[config.mk]
export PLATFORM = sky130hd
export DESIGN_NAME = ex_stage
export DESIGN_NICKNAME = d
export VERILOG_FILES = /design/src/rtl/type_enums.sv /design/src/rtl/alu.sv /design/src/rtl/ex_stage.sv
export SDC_FILE = /design/constraint.sdc
export NUM_CORES = 1
export LEC_CHECK = 0
export CAP_MARGIN = 20
export CORE_MARGIN = 1.5
export CORE_UTILIZATION = 35
export CTS_CLUSTER_DIAMETER = 60
export CTS_CLUSTER_SIZE = 16
export DETAILED_ROUTE_END_ITERATION = 8
export PLACE_DENSITY = 0.64
export SYNTH_ARGS = -nofsm -noshare
export SYNTH_HDL_FRONTEND = slang
export SYNTH_SLANG_ARGS = --single-unit
[constraint.sdc]
create_clock -name clk -period 17.73 [get_ports clk]
set_clock_uncertainty 0.2 [all_clocks]
set_input_delay 2.6595 -clock clk [delete_from_list [all_inputs] [get_ports clk]]
set_output_delay 2.6595 -clock clk [all_outputs]
set_load 0.01 [all_outputs]
[src/rtl/type_enums.sv]
// rtl/type_enums.sv - shared ALU operation and branch kind encodings
package type_enums;

    typedef enum logic [3:0] {
        ALU_ADD  = 4'd0,
        ALU_SUB  = 4'd1,
        ALU_SLL  = 4'd2,
        ALU_SLT  = 4'd3,
        ALU_SLTU = 4'd4,
        ALU_XOR  = 4'd5,
        ALU_SRL  = 4'd6,
        ALU_SRA  = 4'd7,
        ALU_OR   = 4'd8,
        ALU_AND  = 4'd9
    } alu_t;

    typedef enum logic [3:0] {
        BR_NONE = 4'd0,
        BR_EQ   = 4'd1,
        BR_NE   = 4'd2,
        BR_LT   = 4'd3,
        BR_GE   = 4'd4,
        BR_LTU  = 4'd5,
        BR_GEU  = 4'd6,
        BR_JAL  = 4'd7,
        BR_JALR = 4'd8
    } br_t;

endpackage

[src/rtl/alu.sv]
// rtl/alu.sv - combinational RV32I integer ALU with zero flag
import type_enums::*;

module alu #(
    parameter int WIDTH = 32
) (
    input  logic [WIDTH-1:0] op_a,
    input  logic [WIDTH-1:0] op_b,
    input  alu_t             op,
    output logic [WIDTH-1:0] out,
    output logic             out_is_zero
);

    localparam int SHW = $clog2(WIDTH);

    logic [SHW-1:0] shamt;

    assign shamt = op_b[SHW-1:0];

    always_comb begin
        out = '0;
        case (op)
            ALU_ADD:  out = op_a + op_b;
            ALU_SUB:  out = op_a - op_b;
            ALU_SLL:  out = op_a << shamt;
            ALU_SLT:  out = {{(WIDTH-1){1'b0}}, $signed(op_a) < $signed(op_b)};
            ALU_SLTU: out = {{(WIDTH-1){1'b0}}, op_a < op_b};
            ALU_XOR:  out = op_a ^ op_b;
            ALU_SRL:  out = op_a >> shamt;
            ALU_SRA:  out = $unsigned($signed(op_a) >>> shamt);
            ALU_OR:   out = op_a | op_b;
            ALU_AND:  out = op_a & op_b;
            default:  out = '0;
        endcase
    end

    assign out_is_zero = (out == '0);

endmodule

[src/rtl/ex_stage.sv]
// rtl/ex_stage.sv - RV32I execute stage: bypass, ALU, branch resolve, EX/MEM register
import type_enums::*;

module ex_stage #(
    parameter int WIDTH = 32
) (
    input  logic             clk,
    input  logic             rst_n,
    input  logic             in_valid,
    output logic             in_ready,
    input  logic [WIDTH-1:0] in_pc,
    input  logic [WIDTH-1:0] in_rs1_val,
    input  logic [WIDTH-1:0] in_rs2_val,
    input  logic [WIDTH-1:0] in_imm,
    input  logic [4:0]       in_rs1,
    input  logic [4:0]       in_rs2,
    input  logic [4:0]       in_rd,
    input  alu_t             in_alu_op,
    input  logic             in_src_a_pc,
    input  logic             in_src_b_imm,
    input  br_t              in_br,
    input  logic             in_reg_write,
    input  logic             wb_fwd_valid,
    input  logic [4:0]       wb_fwd_rd,
    input  logic [WIDTH-1:0] wb_fwd_data,
    input  logic             flush,
    output logic             out_valid,
    input  logic             out_ready,
    output logic [WIDTH-1:0] out_result,
    output logic [WIDTH-1:0] out_store_data,
    output logic [4:0]       out_rd,
    output logic             out_reg_write,
    output logic             redirect_valid,
    output logic [WIDTH-1:0] redirect_pc
);

    logic             out_valid_q, out_valid_d;
    logic [WIDTH-1:0] out_result_q, out_result_d;
    logic [WIDTH-1:0] out_store_data_q, out_store_data_d;
    logic [4:0]       out_rd_q, out_rd_d;
    logic             out_reg_write_q, out_reg_write_d;
    logic             redirect_valid_q, redirect_valid_d;
    logic [WIDTH-1:0] redirect_pc_q, redirect_pc_d;

    logic [WIDTH-1:0] rs1_fwd, rs2_fwd, op_a, op_b;
    logic [WIDTH-1:0] alu_out, br_target, link_addr, target, result;
    logic             alu_zero, taken, capture;

    // EX/MEM wins over WB because it holds the younger write; x0 is never bypassed.
    function automatic logic [WIDTH-1:0] bypass(
        input logic [4:0]       rs,
        input logic [WIDTH-1:0] rf_val,
        input logic             exm_hit_en,
        input logic [4:0]       exm_rd,
        input logic [WIDTH-1:0] exm_val,
        input logic             wb_en,
        input logic [4:0]       wb_rd,
        input logic [WIDTH-1:0] wb_val
    );
        if (exm_hit_en && exm_rd == rs && rs != 5'd0) return exm_val;
        else if (wb_en && wb_rd == rs && rs != 5'd0) return wb_val;
        else return rf_val;
    endfunction

    assign rs1_fwd = bypass(in_rs1, in_rs1_val, out_valid_q && out_reg_write_q, out_rd_q,
                            out_result_q, wb_fwd_valid, wb_fwd_rd, wb_fwd_data);
    assign rs2_fwd = bypass(in_rs2, in_rs2_val, out_valid_q && out_reg_write_q, out_rd_q,
                            out_result_q, wb_fwd_valid, wb_fwd_rd, wb_fwd_data);

    assign op_a = in_src_a_pc  ? in_pc  : rs1_fwd;
    assign op_b = in_src_b_imm ? in_imm : rs2_fwd;

    alu #(.WIDTH(WIDTH)) u_alu (
        .op_a        (op_a),
        .op_b        (op_b),
        .op          (in_alu_op),
        .out         (alu_out),
        .out_is_zero (alu_zero)
    );

    assign br_target = in_pc + in_imm;
    assign link_addr = in_pc + WIDTH'(4);
    assign target    = (in_br == BR_JALR) ? {alu_out[WIDTH-1:1], 1'b0} : br_target;
    assign result    = (in_br == BR_JAL || in_br == BR_JALR) ? link_addr : alu_out;

    always_comb begin
        taken = 1'b0;
        case (in_br)
            BR_EQ, BR_GE, BR_GEU:  taken = alu_zero;
            BR_NE, BR_LT, BR_LTU:  taken = !alu_zero;
            BR_JAL, BR_JALR:       taken = 1'b1;
            default:               taken = 1'b0;
        endcase
    end

    assign in_ready = !out_valid_q || out_ready || flush;
    assign capture  = in_valid && in_ready && !flush;

    always_comb begin
        out_valid_d      = out_valid_q;
        out_result_d     = out_result_q;
        out_store_data_d = out_store_data_q;
        out_rd_d         = out_rd_q;
        out_reg_write_d  = out_reg_write_q;
        redirect_valid_d = 1'b0;
        redirect_pc_d    = redirect_pc_q;
        if (capture) begin
            out_valid_d      = 1'b1;
            out_result_d     = result;
            out_store_data_d = rs2_fwd;
            out_rd_d         = in_rd;
            out_reg_write_d  = in_reg_write;
            redirect_valid_d = taken;
            redirect_pc_d    = target;
        end else if (out_ready) begin
            out_valid_d = 1'b0;
        end
    end

    always_ff @(posedge clk or negedge rst_n) begin
        if (!rst_n) begin
            out_valid_q      <= 1'b0;
            out_result_q     <= '0;
            out_store_data_q <= '0;
            out_rd_q         <= '0;
            out_reg_write_q  <= 1'b0;
            redirect_valid_q <= 1'b0;
            redirect_pc_q    <= '0;
        end else begin
            out_valid_q      <= out_valid_d;
            out_result_q     <= out_result_d;
            out_store_data_q <= out_store_data_d;
            out_rd_q         <= out_rd_d;
            out_reg_write_q  <= out_reg_write_d;
            redirect_valid_q <= redirect_valid_d;
            redirect_pc_q    <= redirect_pc_d;
        end
    end

    assign out_valid      = out_valid_q;
    assign out_result     = out_result_q;
    assign out_store_data = out_store_data_q;
    assign out_rd         = out_rd_q;
    assign out_reg_write  = out_reg_write_q;
    assign redirect_valid = redirect_valid_q;
    assign redirect_pc    = redirect_pc_q;

endmodule

==> metrics.md, run 1 <==
| Metric | Value |
|---|---|
| Status | complete, no violations |
| Initial antenna violation count | 3 |
| Power per cell area | 66.38 nW/um2 |
| Hold_buf cts | 0 |
| Die Width | 227.2 um |
| # clock sinks | 104 |
| Worst setup SP type | input port |
| Synth warn | 0 |
| Synth Instances | 2454 |
| Fraction of layout cells with a size suffix above 1 | 0.07405 |
| Post-Route Utilization | 0.4398 |
| Fin. Hold Viols | 0 |
| Post-CTS setup buffer count | 0 |
| Most common cell after layout, fill and taps aside | nand2_1 |
| Gr usage total | 0.3766 |
| Non-Filler Instances | 3341 |
| HPWL Detailed | 78.01 mm |
| Cts bufs inserted | 9 |
| Crit. End Element | register |
| EDFF count, synth | 0 |
| Dpl cells | 3321 |
| Synth Cell Area | 17590 um2 |
| Most common flop cell mapped by yosys | dfrtp_1 |
| Avg Cell Area, Syn | 7.166 um2 |
| Final min period | 11300 ps |
| Die footprint | 51600 um2 |
| I/O Buffers | 301 |
| Final nets | 3001 |
| Total negative setup slack | 0 ps |
| Leak | 9.162 nW |
| DR WL/cell | 29.52 um |
| Max IR drop VDD | 43.89 uV |
| Pins Over Slew Limit | 0 |
| Delay-heaviest family, CP | compound AO/OA/AOI/OAI gates |
| Worst-path maximum fanout | 59 |
| Worst path max stage delay | 680 ps |
| Root Buffer | clkbuf_16 |
| Max Freq | 0.08849 GHz |
| Worst Hold Class | register to register |
| Core ar. | 49250 um2 |
| Via/cell ratio | 6.427 |
| Vias in the first global route | 20380 |
| Setup CP Type | input port to register |
| Die height | 227.2 um |
| First-pass GRT wire length | 142.7 mm |
| CTS H-Tree Depth | 3 |
| Final Wtd Congestion | 1.067 |
| Number of top-level pins | 302 |
| Arr. time, crit path | 11410 ps |
| Drt first pass iters | 5 |
| Yosys cell types | 89 |
| Unrepaired setup endpoints after global routing | no |
| Worst-skew pair later-pin latency | 390 ps |
| Initial Util | 0.3570 |
| Routed via count | 21470 |
| Ranking of synthesized cells by area | dfrtp_1, ha_1, nand2_1, mux2i_1, o21ai_0 |
| Final-report setup violation count | 0 |
| Slew @ Worst Pin | 1200 ps |
| Yosys reg bits | 104 |
| Post-Route WL | 98.62 mm |
| Async SR Flop Fraction | 1.000 |
| CTS tree | built |
| Area grow syn2layout | 23.19% |
| Pin count of the biggest net entering global routing | 79 |
| Row count | 81 |
| Max Cap Viol | 0 |
| Routed Antenna Nets | 0 |
| Post-synth top area cell | dfrtp_1 |
| Critical path's slowest cell | buf_4 |
| Worst path bufs/invs | 5 |
| Grt ovf | 0 |
| CTS clock-pin slew for the worst setup and hold paths | 90 ps |
| Critical path required time | 17840 ps |
| Slew margin rel. | 0.1932 |
| Commonest non-fill, non-tap cells in the layout | nand2_1, clkdlybuf4s50_1, nor2_1, o21ai_0, a21oi_1 |
| Largest buffer count on any clock path | 2 |
| DR DRC count | 0 |
| Yosys top cell area share | 0.1480 |
| Sequential fraction of the synthesis area | 0.1480 |
| Final period util | 0.6373 |
| Post-cts sizing count | 0 |
| Drt initial violations | 2890 |
| Syn nets | 2786 |
-- per-layer routing --
metal  part of all wire  GRT usage  up-vias  wire length (um)
met5                  0          0        -                 0
met4              0.063     0.1995        0              6210
met3              0.084    0.05989      292              8332
met2               0.44     0.5995     1296             43840
met1               0.41     0.4886    10380             40240
li1                   -          -     9507                 -
-- registers in the layout, indices dropped and copies added, names as in the netlist --
register and cells:
out_rd 5, out_reg_write 1, out_result 32, out_store_data 32
out_valid 1, redirect_pc 32, redirect_valid 1
-- layout make-up --
class / count / area (um2)
timing repair buffer: 362 / 3453
antenna: 3 / 7.507
multi-input combinational: 2076 / 14020
clock inverter: 6 / 76.32
fill: 5170 / 27590
inverter: 116 / 435.4
clock buffer: 10 / 239.0
tap: 664 / 830.8
sequential: 104 / 2603
-- synthesized netlist by cell type (45+ instances only) --
cell      count
nor2_1      216
mux2_2       45
a211oi_1     59
a21oi_1     142
o21ai_0     214
inv_1       109
xnor2_1      53
dfrtp_1     104
nand2_1     390
ha_1        132
mux2i_1     112
clkbuf_1    114
-- where the power goes --
part	leakage, nW	switching, mW	total (mW)	internal [mW]
Sequential	1.30	0.0508	0.335	0.284
Combinational	7.72	0.531	0.877	0.345
Clock	0.149	0.111	0.227	0.116
-- worst reg2reg max path, cell delays in order (launching register included) --
cell and delay [ps]:
dfrtp_1 470, xnor2_1 200, nand4_1 260, or3_1 550, a31oi_1 350, buf_4 270
nor2_4 40, buf_4 310, inv_2 150, buf_4 680, fa_1 360, nor2b_1 70
o31a_1 260, or3_1 370, a211oi_1 670, o211ai_1 350, a31oi_1 270, xnor2_1 90
a21oi_1 300, o31ai_1 210, a21oi_1 670, nand4b_1 330, nor4bb_1 470, nand4_1 230
or4_1 570, a31oi_1 190
-- path summary, 6_finish.rpt --
path,slack [ps],cells past startpoint,end,start
max,6430,26,redirect_valid,in_rs2[3]
max reg2reg,8760,25,redirect_valid,out_rd[3]
min in group asynchronous,2070,1,out_store_data[17],rst_n
max in group asynchronous,13910,2,out_rd[2],rst_n
min reg2reg,280,2,out_store_data[22],out_store_data[22]
min,280,2,out_store_data[22],out_store_data[22]
-- stage by stage --
| step | area, um2 | hold WS (ps) | setup WS, ps | total power, mW |
|---|---|---|---|---|
| after floorplan | 17590 | 314.0 | 8446 | 0.7855 |
| after global placement | 21330 | 259.5 | 6421 | 1.187 |
| after detailed placement | 21340 | 261.9 | 6344 | 1.187 |
| after CTS | 21650 | 282.1 | 6747 | 1.418 |
| after global routing | 21660 | 304.7 | 6251 | 1.501 |
| final | 21660 | 276.3 | 6430 | 1.438 |
-- kinds of logic after synthesis --
| group | count (synthesis) | synth area share |
|---|---|---|
| and+or+nand+nor | 862 | 0.2233 |
| AOI/OAI and AO/OA | 814 | 0.3081 |
| buffers and inverters | 274 | 0.06097 |
| muxes | 178 | 0.1190 |
| adders and majority gates | 135 | 0.09733 |
| DFF | 104 | 0.1480 |
| xor gates and xnor gates | 87 | 0.04333 |
Note: power is estimated with default switching activity, not from simulation.
==> run 2, diff against run 1 <==
Settings changed: PLACE_DENSITY 0.64 to 0.66.
Clock period 17.73 ns to 9.7 ns, I/O delays scaled along.
==> metrics.md, run 2 (synthesis results as in run 1) <==
| Metric | Value |
|---|---|
| Worst-path maximum fanout | 22 (-63%) |
| Worst setup SP type | input port |
| DR WL/cell | 30.35 um (+2.8%) |
| Die footprint | 51600 um2 (unchanged) |
| Top Usage Layer GRT | met2 |
| Drt first pass iters | 6 (+1) |
| Gr usage total | 0.3878 (+0.01121) |
| Worst hold start | out_store_data[22] |
| Crit. End Element | register |
| Critical path required time | 9810 ps (-8030 ps) |
| First-pass GRT wire length | 145.0 mm (+1.6%) |
| Max IR drop VDD | 97.95 uV (+120%) |
| Number of top-level pins | 302 (unchanged) |
| Arr. time, crit path | 9080 ps (-2330 ps) |
| Worst Hold Class | register to register |
| Reg2Reg Depth | 23 (-8.0%) |
| Core ar. | 49250 um2 (unchanged) |
| # clock sinks | 104 (unchanged) |
| Unrepaired setup endpoints after global routing | no |
| Worst-skew pair later-pin latency | 390 ps (about the same) |
| Slew margin rel. | 0.2028 (+0.009558) |
| FF-to-FF End | redirect_valid |
| Via/cell ratio | 6.432 (about the same) |
| Global routing usage on met3 | 0.08338 (+0.02349) |
| Setup CP Type | input port to register |
| DR DRC count | 0 (unchanged) |
| Pin count of the biggest net entering global routing | 89 (+13%) |
| HPWL Detailed | 81.52 mm (+4.5%) |
| Final period util | 0.9245 |
| Most common cell after layout, fill and taps aside | nand2_1 |
| Critical R2R Launch | out_rd[0] |
| Die height | 227.2 um (unchanged) |
| Fraction of layout cells with a size suffix above 1 | 0.08114 (+0.007095) |
| CTS H-Tree Depth | 3 (unchanged) |
| Reg-to-reg slack, setup | 1920 ps (-6840 ps) |
| Initial Util | 0.3570 (unchanged) |
| Max Cap Viol | 0 (unchanged) |
| Cts bufs inserted | 9 (unchanged) |
| Final instance area | 21840 um2 (+0.80%) |
| CTS clock-pin slew for the worst setup and hold paths | 80 ps (about the same) |
| Commonest non-fill, non-tap cells in the layout | nand2_1, clkdlybuf4s50_1, nor2_1, o21ai_0, a21oi_1 |
| Leak | 9.274 nW (+1.2%) |
| Met1 Track Usage GR | 0.4937 (+0.005112) |
| Met2 usage | 0.6084 (+0.008851) |
| Routed Antenna Nets | 0 (unchanged) |
| Pins Over Slew Limit | 0 (unchanged) |
| I/O Buffers | 301 (unchanged) |
| Vias in the first global route | 20360 (-0.14%) |
| Die Width | 227.2 um (unchanged) |
| Post-cts sizing count | 0 (unchanged) |
| Status | complete, no violations |
| Largest buffer count on any clock path | 2 (unchanged) |
| Hold_buf cts | 0 (unchanged) |
| Initial antenna violation count | 13 (+10) |
| Placed cell area | 21510 um2 (+0.83%) |
| CP Launch Point | in_rs2[2] |
| Post-CTS setup buffer count | 0 (unchanged) |
| Row count | 81 (unchanged) |
| Area grow syn2layout | 24.18% |
| Root Buffer | clkbuf_16 |
| Final Wtd Congestion | 1.007 (-5.6%) |
| Worst setup path endpoint | redirect_valid |
| Non-Filler Instances | 3372 (+0.93%) |
| Setup ws final | 732.5 ps (-5697 ps) |
| Post-Route WL | 102.3 mm (+3.8%) |
| Slew @ Worst Pin | 1183 ps (-16.58 ps) |
| Power per cell area | 121.3 nW/um2 (+83%) |
| Final nets | 3026 (+0.83%) |
| Max Freq | 0.1115 GHz |
| Final min period | 8967 ps |
| Design Power | 2.649 mW (+84%) |
| Place WS | 547.6 ps (-5796 ps) |
| Drt initial violations | 3070 (+6.2%) |
| Routed via count | 21690 (+1.0%) |
| CTS tree | built |
| Dpl cells | 3347 (+0.78%) |
| Total negative setup slack | 0 ps (unchanged) |
| Final-report setup violation count | 0 (unchanged) |
| Grt ovf | 0 (unchanged) |
| Fin. Hold Viols | 0 (unchanged) |
==> run 2: final cells by class <==
cell class	count	area, um2
fill	5118	27420
multi-input combinational	2076	14000
timing repair buffer	387	3646
sequential	104	2603
tap	664	830.8
inverter	116	435.4
clock buffer	10	239.0
clock inverter	6	62.56
antenna	9	22.52
==> run 2: per-stage QoR <==
step / hold slack (ps) / utilization
detailed placement: 261.9 / 0.4368
global route: 299.5 / 0.4433
finish: 280.7 / 0.4434
floorplan: 314.0 / -
CTS: 286.7 / 0.4429
global placement: 257.6 / 0.4368
==> run 2: worst max-delay path: stages <==
cell	delay, ps
clkdlybuf4s50_1	500
xor2_1	180
or4b_1	620
or3_2	600
buf_4	320
mux2i_1	190
o21ai_0	130
mux2_2	310
ha_1	500
a21o_1	170
a221oi_1	130
nor4b_1	670
o21ai_1	330
a211oi_1	420
o41ai_1	130
buf_4	160
a221o_1	310
a311oi_1	280
a21oi_1	80
a211o_1	320
or4_1	580
or4_1	500
a31oi_1	170
==> run 2: routing by layer <==
layer	wire length, um	vias to the layer above
met5	46	-
met4	6706	8
met3	9802	318
met2	45130	1394
met1	40640	10410
li1	-	9555
==> run 2: worst min-delay path by stage <==
stage	to	slack [ps]	cells past startpoint
5_1_grt	out_store_data[29]	300	2
6_report	out_store_data[22]	280	2
4_1_cts	out_store_data[29]	290	2
2_1_floorplan	out_store_data[10]	310	2
3_3_place_gp	out_store_data[30]	260	2
3_5_place_dp	out_store_data[6]	260	2
==> run 2: where the power goes <==
group / internal [mW] / total [mW] / switching [mW] / leakage (nW)
registers: 0.519 / 0.610 / 0.0911 / 1.30
logic: 0.645 / 1.64 / 0.994 / 7.83
clock network: 0.189 / 0.400 / 0.211 / 0.142
